File: config.mk
export PLATFORM = sky130hd
export DESIGN_NAME = mem_access_unit
export DESIGN_NICKNAME = d
export VERILOG_FILES = /design/src/rtl/mem_pkg.sv /design/src/rtl/load_formatter.sv /design/src/rtl/mem_access_unit.sv
export SDC_FILE = /design/constraint.sdc
export NUM_CORES = 1
export LEC_CHECK = 0
export ABC_AREA = 0
export CORE_ASPECT_RATIO = 0.7
export CORE_UTILIZATION = 38
export DETAILED_ROUTE_END_ITERATION = 8
export PLACE_DENSITY = 0.78
export SLEW_MARGIN = 20
export SYNTH_ARGS = -nofsm -noshare
export SYNTH_HDL_FRONTEND = slang
export SYNTH_SLANG_ARGS = --single-unit
File: constraint.sdc
create_clock -name clk -period 1.9 [get_ports clk]
set_clock_uncertainty 0.2 [all_clocks]
set_input_delay 0.19 -clock clk [delete_from_list [all_inputs] [get_ports clk]]
set_output_delay 0.19 -clock clk [all_outputs]
set_load 0.005 [all_outputs]
File: src/rtl/mem_pkg.sv
// Shared encodings and decode helpers for the MEM-stage load/store engine.
package mem_pkg;

  // mem_op encodings; any other code behaves as OpNone
  localparam logic [3:0] OpNone = 4'd0;
  localparam logic [3:0] OpLb   = 4'd1;
  localparam logic [3:0] OpLbu  = 4'd2;
  localparam logic [3:0] OpLh   = 4'd3;
  localparam logic [3:0] OpLhu  = 4'd4;
  localparam logic [3:0] OpLw   = 4'd5;
  localparam logic [3:0] OpSb   = 4'd8;
  localparam logic [3:0] OpSh   = 4'd9;
  localparam logic [3:0] OpSw   = 4'd10;

  typedef enum logic [1:0] {
    StIdle = 2'd0,
    StWait = 2'd1,
    StDone = 2'd2
  } mem_state_e;

  function automatic logic is_load(input logic [3:0] op);
    return (op == OpLb) || (op == OpLbu) || (op == OpLh) || (op == OpLhu) || (op == OpLw);
  endfunction

  function automatic logic is_store(input logic [3:0] op);
    return (op == OpSb) || (op == OpSh) || (op == OpSw);
  endfunction

  function automatic logic is_half(input logic [3:0] op);
    return (op == OpLh) || (op == OpLhu) || (op == OpSh);
  endfunction

  function automatic logic is_word(input logic [3:0] op);
    return (op == OpLw) || (op == OpSw);
  endfunction

  // Little-endian byte enables for the access size at low address bits lo
  function automatic logic [3:0] byte_en(input logic [3:0] op, input logic [1:0] lo);
    if (is_word(op)) return 4'b1111;
    if (is_half(op)) return lo[1] ? 4'b1100 : 4'b0011;
    if (is_load(op) || is_store(op)) return 4'b0001 << lo;
    return 4'b0000;
  endfunction

endpackage

File: src/rtl/load_formatter.sv
// Selects the addressed byte/halfword lane of read data and sign/zero extends it.
module load_formatter
  import mem_pkg::*;
(
  input  logic [3:0]  op,
  input  logic [1:0]  lo,
  input  logic [31:0] rdata,
  output logic [31:0] load_data
);

  logic [7:0]  byte_v;
  logic [15:0] half_v;

  // Lane select then extension by load type
  always_comb begin
    byte_v    = 8'(rdata >> {lo, 3'b000});
    half_v    = 16'(rdata >> {lo[1], 4'b0000});
    load_data = rdata;
    case (op)
      OpLb:    load_data = {{24{byte_v[7]}}, byte_v};
      OpLbu:   load_data = {24'h0, byte_v};
      OpLh:    load_data = {{16{half_v[15]}}, half_v};
      OpLhu:   load_data = {16'h0, half_v};
      default: load_data = rdata;
    endcase
  end

endmodule

File: src/rtl/mem_access_unit.sv
// MEM-stage load/store engine: req/ack data-memory handshake, byte enables,
// store lane replication, load formatting and pipeline stall.
// Optional: define MEM_ADDR_ERR_EN to trap misaligned halfword/word accesses
// (addr_err/bad_vaddr); otherwise misaligned low address bits are masked.
module mem_access_unit
  import mem_pkg::*;
#(
  parameter int unsigned AW = 32,
  parameter int unsigned DW = 32
) (
  input  logic          clk,
  input  logic          rst,
  input  logic          in_valid,
  input  logic [3:0]    mem_op,
  input  logic [AW-1:0] addr,
  input  logic [DW-1:0] store_data,
  input  logic          flush,
  output logic          stall,
  output logic          out_valid,
  output logic [DW-1:0] load_data,
  output logic          mem_req,
  output logic          mem_we,
  output logic [3:0]    mem_be,
  output logic [AW-1:0] mem_addr,
  output logic [DW-1:0] mem_wdata,
  input  logic [DW-1:0] mem_rdata,
  input  logic          mem_ack,
  output logic          addr_err,
  output logic [AW-1:0] bad_vaddr
);

  mem_state_e    state_q, state_d;
  logic [3:0]    op_q;
  logic [1:0]    lo_q;
  logic          drop_q;
  logic [DW-1:0] load_data_q;
  logic          mem_req_q, mem_we_q;
  logic [3:0]    mem_be_q;
  logic [AW-1:0] mem_addr_q;
  logic [DW-1:0] mem_wdata_q, wdata_d, fmt_data;
  logic [1:0]    lo_eff;
  logic          misalign, is_mem, issue;

  // Effective low address bits and misalignment detection
  always_comb begin
    is_mem = is_load(mem_op) || is_store(mem_op);
    lo_eff = addr[1:0];
`ifdef MEM_ADDR_ERR_EN
    misalign = (is_half(mem_op) && addr[0]) || (is_word(mem_op) && (addr[1:0] != 2'b00));
`else
    misalign = 1'b0;
    if (is_half(mem_op)) lo_eff = {addr[1], 1'b0};
    if (is_word(mem_op)) lo_eff = 2'b00;
`endif
    issue = (state_q == StIdle) && in_valid && is_mem && !flush && !misalign;
  end

  // Store data lane replication
  always_comb begin
    wdata_d = '0;
    case (mem_op)
      OpSb:    wdata_d = {4{store_data[7:0]}};
      OpSh:    wdata_d = {2{store_data[15:0]}};
      OpSw:    wdata_d = store_data;
      default: wdata_d = '0;
    endcase
  end

  // FSM next state, stall and completion pulse
  always_comb begin
    state_d   = state_q;
    stall     = 1'b0;
    out_valid = 1'b0;
    unique case (state_q)
      StIdle: begin
        if (issue) begin
          stall   = 1'b1;
          state_d = StWait;
        end
      end
      StWait: begin
        stall = 1'b1;
        // A flushed transaction still finishes on the bus but is not reported
        if (mem_ack) state_d = (drop_q || flush) ? StIdle : StDone;
      end
      StDone: begin
        out_valid = !flush;
        state_d   = StIdle;
      end
      default: state_d = StIdle;
    endcase
  end

  // State, bus request registers and load result
  always_ff @(posedge clk) begin
    if (rst) begin
      state_q     <= StIdle;
      op_q        <= OpNone;
      lo_q        <= 2'b00;
      drop_q      <= 1'b0;
      load_data_q <= '0;
      mem_req_q   <= 1'b0;
      mem_we_q    <= 1'b0;
      mem_be_q    <= 4'b0000;
      mem_addr_q  <= '0;
      mem_wdata_q <= '0;
    end else begin
      state_q <= state_d;
      if (issue) begin
        mem_req_q   <= 1'b1;
        mem_we_q    <= is_store(mem_op);
        mem_be_q    <= byte_en(mem_op, lo_eff);
        mem_addr_q  <= {addr[AW-1:2], 2'b00};
        mem_wdata_q <= wdata_d;
        op_q        <= mem_op;
        lo_q        <= lo_eff;
        drop_q      <= 1'b0;
      end
      if (state_q == StWait) begin
        if (flush) drop_q <= 1'b1;
        if (mem_ack) begin
          mem_req_q <= 1'b0;
          if (!(drop_q || flush)) load_data_q <= is_store(op_q) ? '0 : fmt_data;
        end
      end
    end
  end

`ifdef MEM_ADDR_ERR_EN
  logic [AW-1:0] bad_vaddr_q;

  assign addr_err = (state_q == StIdle) && in_valid && is_mem && misalign;

  // Capture the faulting address on a misaligned access
  always_ff @(posedge clk) begin
    if (rst) begin
      bad_vaddr_q <= '0;
    end else if (addr_err) begin
      bad_vaddr_q <= addr;
    end
  end

  assign bad_vaddr = bad_vaddr_q;
`else
  assign addr_err  = 1'b0;
  assign bad_vaddr = '0;
`endif

  load_formatter u_fmt (
    .op        (op_q),
    .lo        (lo_q),
    .rdata     (mem_rdata),
    .load_data (fmt_data)
  );

  assign load_data = load_data_q;
  assign mem_req   = mem_req_q;
  assign mem_we    = mem_we_q;
  assign mem_be    = mem_be_q;
  assign mem_addr  = mem_addr_q;
  assign mem_wdata = mem_wdata_q;

endmodule

==> results of run 1 <==
worst register-to-register path, stage by stage, from the launching register on:
cell and delay (ns):
dfxtp_2 0.34, nor4b_4 0.37, buf_4 0.21, nand3_4 0.07, buf_6 0.12, nor3_4 0.21
buf_6 0.20, a22o_1 0.14
what timing repair did:
action / 4_1_cts / 5_1_grt
gates cloned: 0 / 2
resized for setup: 16 / 22
hold buffers: 0 / 0
pin swaps: 3 / 4
setup buffers: 0 / 1
endpoints found under the setup margin: 49 / 69
endpoints found under the hold margin: 0 / 0
flip-flops by register name, indices dropped and copies added, names as in the netlist:
register	cells
mem_be	4
drop_q	1
load_data	32
mem_addr	30
lo_q	2
mem_wdata	32
mem_we	1
mem_req	1
op_q	4
state_q	2
stage by stage:
stage               TNS (ns)   util  setup WS, ns
global placement      -27.89  0.583        -0.437
CTS                   -0.189  0.606       -0.0342
finish               -0.0514  0.615       -0.0151
global route          -0.800  0.615       -0.0558
detailed placement    -28.92  0.583        -0.464
floorplan                  0      -         0.110
Yosys cell counts (4+ instances only):
| master | count | area [um^2] |
|---|---|---|
| o22ai_1 | 5 | 31.3 |
| o21ai_1 | 7 | 35.0 |
| nand2b_1 | 6 | 37.5 |
| nand3b_1 | 4 | 30.0 |
| o2bb2ai_1 | 9 | 78.8 |
| buf_4 | 39 | 293 |
| nand2_1 | 104 | 390 |
| o311a_1 | 9 | 90.1 |
| buf_2 | 19 | 95.1 |
| dfxtp_1 | 109 | 2180 |
| a22o_1 | 31 | 272 |
| clkbuf_1 | 19 | 71.3 |
| a21oi_1 | 67 | 335 |
| nor3_1 | 11 | 55.1 |
| nand3_1 | 10 | 50.1 |
| o21ai_0 | 58 | 290 |
| inv_1 | 5 | 18.8 |
| nor2b_1 | 10 | 62.6 |
| a21o_1 | 5 | 37.5 |
| nor2_1 | 9 | 33.8 |
| mux2i_1 | 8 | 80.1 |
| o22a_1 | 6 | 52.6 |
| mux2_2 | 10 | 113 |
final timing paths:
kind	end	from	slack, ns
worst max register to register	mem_wdata[30]$_SDFFE_PP0P_	state_q[0]$_SDFFE_PP0P_	-0.01
worst min-delay path	state_q[1]$_SDFFE_PP0P_	rst	0.09
worst max-delay path	stall	state_q[0]$_SDFFE_PP0P_	-0.02
worst min register to register	mem_addr[3]$_SDFFE_PP0P_	mem_addr[3]$_SDFFE_PP0P_	0.25
metal layers:
metal | vias up | global-route usage
met1 | 2449 | 0.327
met4 | 0 | 0.0414
li1 | 2603 | -
met5 | - | 0
met2 | 177 | 0.320
met3 | 11 | 0.0682
power groups by stage:
stage | Combinational (W) | Clock [W] | Sequential [W]
2_1_floorplan | 0.000447 | 0 | 0.00243
3_3_place_gp | 0.000945 | 0 | 0.00243
3_5_place_dp | 0.000952 | 0 | 0.00243
4_1_cts | 0.000959 | 0.00192 | 0.00238
5_1_grt | 0.00108 | 0.00202 | 0.00239
6_report | 0.000992 | 0.00187 | 0.00238
layout make-up:
type	instances	area [um^2]
Inverter	5	18.8
Tap cell	185	231
Clock inverter	5	41.3
Timing Repair Buffer	273	2700
Clock buffer	11	253
Fill cell	1128	5090
Sequential cell	109	2190
Multi-Input combinational cell	451	2700
layout by cell type (no fill, tap or decap), drive strengths merged, types with 12 or more instances in the layout:
master	n
conb	35
buf	68
a21oi	67
a22o	31
nand2	104
clkbuf	12
o21ai	65
nor3	12
dfxtp	109
clkdlybuf4s50	199
kinds of logic (layout without fill, tap and decap cells):
family / count (synthesis) / in the layout / share of synthesized area
other: 1 / 35 / 0.000723
multiplexers: 18 / 18 / 0.0371
AND/OR/NAND/NOR: 176 / 176 / 0.164
AO/OA/AOI/OAI: 219 / 219 / 0.273
XOR/XNOR: 3 / 3 / 0.00506
flip-flops: 109 / 109 / 0.420
buffers and inverters: 88 / 294 / 0.0996
==> results.yml, run 1 <==
logic_synthesis:
  synthesis.area_mm2: 0.00519
  synth_edf_count: 0
  synth_cell_types: 58
  synth.avg_cell_area_um2: 8.45
  ys_async_sr_fraction: 0
  synth.yosys.seq_area_share: 0.420
  synthCells: 614
  ys_ff_latch: 109
  yosys_warnings: 0
  ys.flop_type: "dfxtp_1"
detailed_routing:
  met1_length_um: 7970
  wire_per_inst_um: 15.5
  dr.pass1.iters: 5
  wirelength_um: 16100
  vias: 5240
  route.met3.wl_um: 1250
  ant_nets: 0
  wl_met2_um: 6800
  first_iter_violations: 303
  drc: 0
  viasPerCell: 5.04
  highest_layer: "met4"
pwr:
  p_seq_frac: 0.454
  p_int_w: 0.00387
  cellLeakagePower_nw: 3.01
  clkPwrFrac: 0.357
  p_switching_w: 0.00137
  p_comb_frac: 0.189
  ir_drop_mv: 0.528
  total_power_w: 0.00524
  powerDensity_mw_per_mm2: 644
  switching_share: 0.261
setup_path:
  path_depth: 4
  worstPathCellList: "nor4b_4 -> o211a_4 -> a21o_1 -> buf_2"
  path_delay_family: "simple AND/OR/NAND/NOR gates"
  cp_max_fo: 2
  required_ns: 1.51
  path_buf_inv: 1
  reg2reg_depth: 7
  cp.arrival_ns: 1.53
  critPathKind: "reg -> out"
  crit_slowest_cell: "nor4b_4"
  crit_path_end_kind: "primary output"
  crit_path_start_kind: "flip-flop"
  max_stage_delay_ns: 0.37
timing:
  slew_violations: 0
  whs_ns: 0.0938
  period_minus_slack_ns: 1.92
  tightestPinTransition_ns: 0.577
  max_freq_mhz: 522
  final_hold_viol_count: 0
  finalCritPeriodShare: 1.01
  layout_setup_ws_ns: -0.0151
  setup_viol: 9
  maxSlewHeadroom: 0.615
  rsz0062_at_grt: "yes"
place:
  post_dp_cell_area_mm2: 0.00771
  placed_cells: 1020
  io_buffers: 206
  dp_hpwl_um: 11900
  gp_congestion: 0.863
floorplan:
  ioPinCount: 242
  start_util: 0.392
  die_h_um: 99.8
  rows: 35
  die_x_um: 142
  dieArea_mm2: 0.0141
  core_area_mm2: 0.0132
clocking:
  cts_tree: "built"
  cts_sinks: 109
  clk_pin_slew_worst_paths_ns: 0.08
  clock_path_buffers: 2
  clk_latency_ns: 0.35
  numCtsBuffers: 9
  ctsHtreeMaxLevel: 3
  clock-root-buffer: "clkbuf_16"
run_status:
  status: "finished, violations left"
  violations: "setup timing"
grt:
  grt_max_degree: 40
  grt_pass1_wl_um: 25000
  grt_usage: 0.223
  grt_overflow: 0
  antenna_found_initial: 0
  first_global_vias: 4830
min_path:
  min_path_cells: 4
  hp-class: "in -> reg"
finish:
  layout-drive-gt1-share: 0.141
  fin_cells: 1039
  area_growth_pct: 56.8
  diodes: 0
  stdcell_area_mm2: 0.00814
  nets: 954
flow_run:
  cap_violations: 0
Power figures use the tool's default switching activity.
==> inputs of run 2 (changes only) <==
- GPL_ROUTABILITY_DRIVEN: unset -> 0
- SLEW_MARGIN: 20 -> 40
==> results of run 2 <==
Same layout as run 1: the final DEF is identical, and so are final timing and power.
==> inputs of run 3 (changes only) <==
- CORE_UTILIZATION: 38 -> 45
- PLACE_DENSITY: 0.78 -> 0.87
- clock period: 1.9 -> 2.3 ns (I/O delays scaled with it)
==> results.yml, run 3 (synthesis gave the netlist of run 1 again) <==
run_status:
  status: "complete, no violations"
detailed_routing:
  drc: 0
  viasPerCell: 5.35
  dr.pass1.iters: 5
  first_iter_violations: 403
  vias: 5210
  wirelength_um: 15400
  ant_nets: 0
  wire_per_inst_um: 15.8
place:
  post_dp_cell_area_mm2: 0.00741
  dp_slack_ns: -0.204
  placed_cells: 960
  io_buffers: 206
  dp_hpwl_um: 11600
setup_path:
  path_buf_inv: 2
  crit_path_end_kind: "primary output"
  crit_slowest_cell: "or4_4"
  crit_path_start_kind: "input pin"
  critPathKind: "in -> out"
  path_delay_family: "buffers and inverters"
  required_ns: 1.87
  reg2reg_depth: 6
  path_depth: 5
  cp_max_fo: 2
  cp.arrival_ns: 1.82
  max_stage_delay_ns: 0.56
  worstPathCellList: "clkdlybuf4s50_1 -> or4_4 -> o211a_4 -> a21o_1 -> dlygate4sd2_1"
pwr:
  ir_drop_mv: 0.404
  powerDensity_mw_per_mm2: 560
  cellLeakagePower_nw: 2.79
floorplan:
  dieArea_mm2: 0.0120
  die_x_um: 130
  start_util: 0.466
  rows: 32
  ioPinCount: 242
  die_h_um: 91.9
  core_area_mm2: 0.0111
clocking:
  cts_tree: "built"
  clk_pin_slew_worst_paths_ns: 0.07
  cts_sinks: 109
  numCtsBuffers: 9
  cts_setup_buffers: 0
  clock_path_buffers: 2
  clk_latency_ns: 0.34
  clock-root-buffer: "clkbuf_16"
  ctsHtreeMaxLevel: 3
grt:
  grt_pass1_wl_um: 24400
  antenna_found_initial: 0
  grt_overflow: 0
  first_global_vias: 4922
  grt_usage: 0.259
  grt_max_degree: 40
finish:
  multi_input_area_mm2: 0.00264
  n_fill_cell: 908
  nets: 923
  stdcell_area_mm2: 0.00772
  area_growth_pct: 48.7
  layout-drive-gt1-share: 0.0865
  regArea_mm2: 0.00218
  fin_cells: 974
  layout_common_cells: "clkdlybuf4s50_1, dfxtp_1, nand2_1"
  diodes: 0
  layout_commonest_cell: "clkdlybuf4s50_1"
timing:
  rsz0062_at_grt: "no"
  setup_viol: 0
  finalSetupTns_ns: 0
  max_freq_mhz: 444
  maxSlewHeadroom: 0.614
  tightestPinTransition_ns: 0.575
  final_hold_viol_count: 0
  finalCritPeriodShare: 0.979
  whs_ns: 0.0440
  layout_setup_ws_ns: 0.0493
  slew_violations: 0
  period_minus_slack_ns: 2.25
min_path:
  min_path_cells: 2
  hp-class: "in -> reg"
flow_run:
  cap_violations: 0
==> run 3: where the power goes <==
group          leakage [nW]  switching, W  internal (W)
clock network         0.141      0.000671      0.000943
registers             0.882     0.0000334       0.00194
logic                  1.77      0.000341      0.000398
==> run 3: final cells by class <==
class | instances | area share
Sequential cell | 109 | 0.283
Inverter | 5 | 0.00243
Timing Repair Buffer | 242 | 0.309
Tap cell | 153 | 0.0248
Multi-Input combinational cell | 451 | 0.341
Clock inverter | 4 | 0.00972
Clock buffer | 10 | 0.0297
==> run 3: path summary, 6_finish.rpt <==
kind	from	endpoint	slack [ns]
worst max-delay path	mem_op[3]	stall	0.05
worst min-delay path	rst	op_q[1]$_SDFFE_PP0P_	0.04
worst max register to register	state_q[0]$_SDFFE_PP0P_	mem_wdata[10]$_SDFFE_PP0P_	0.17
worst min register to register	load_data[0]$_SDFFE_PP0P_	load_data[0]$_SDFFE_PP0P_	0.25
==> run 3: stage by stage <==
stage / power [W] / util
6_report: 0.00432 / 0.694
5_1_grt: 0.00452 / 0.694
4_1_cts: 0.00435 / 0.694
3_5_place_dp: 0.00274 / 0.666
3_3_place_gp: 0.00272 / 0.666
2_1_floorplan: 0.00238 / -
==> run 3: worst reg2reg max path, cell delays in order (launching register included) <==
cell and delay [ns]:
dfxtp_1 0.34, nor4b_4 0.38, o211a_4 0.23, buf_4 0.37, nor2_4 0.08, buf_12 0.17, a22o_1 0.24
==> run 3: metal layers <==
layer / part of all wire / track usage
met3: 0.087 / 0.0805
met5: 0 / 0
met4: 0.016 / 0.0690
met1: 0.45 / 0.356
met2: 0.45 / 0.389
==> run 3: repair_timing <==
action	4_1_cts	5_1_grt
endpoints found under the setup margin	1	0
hold buffers	0	0
resized for setup	2	0
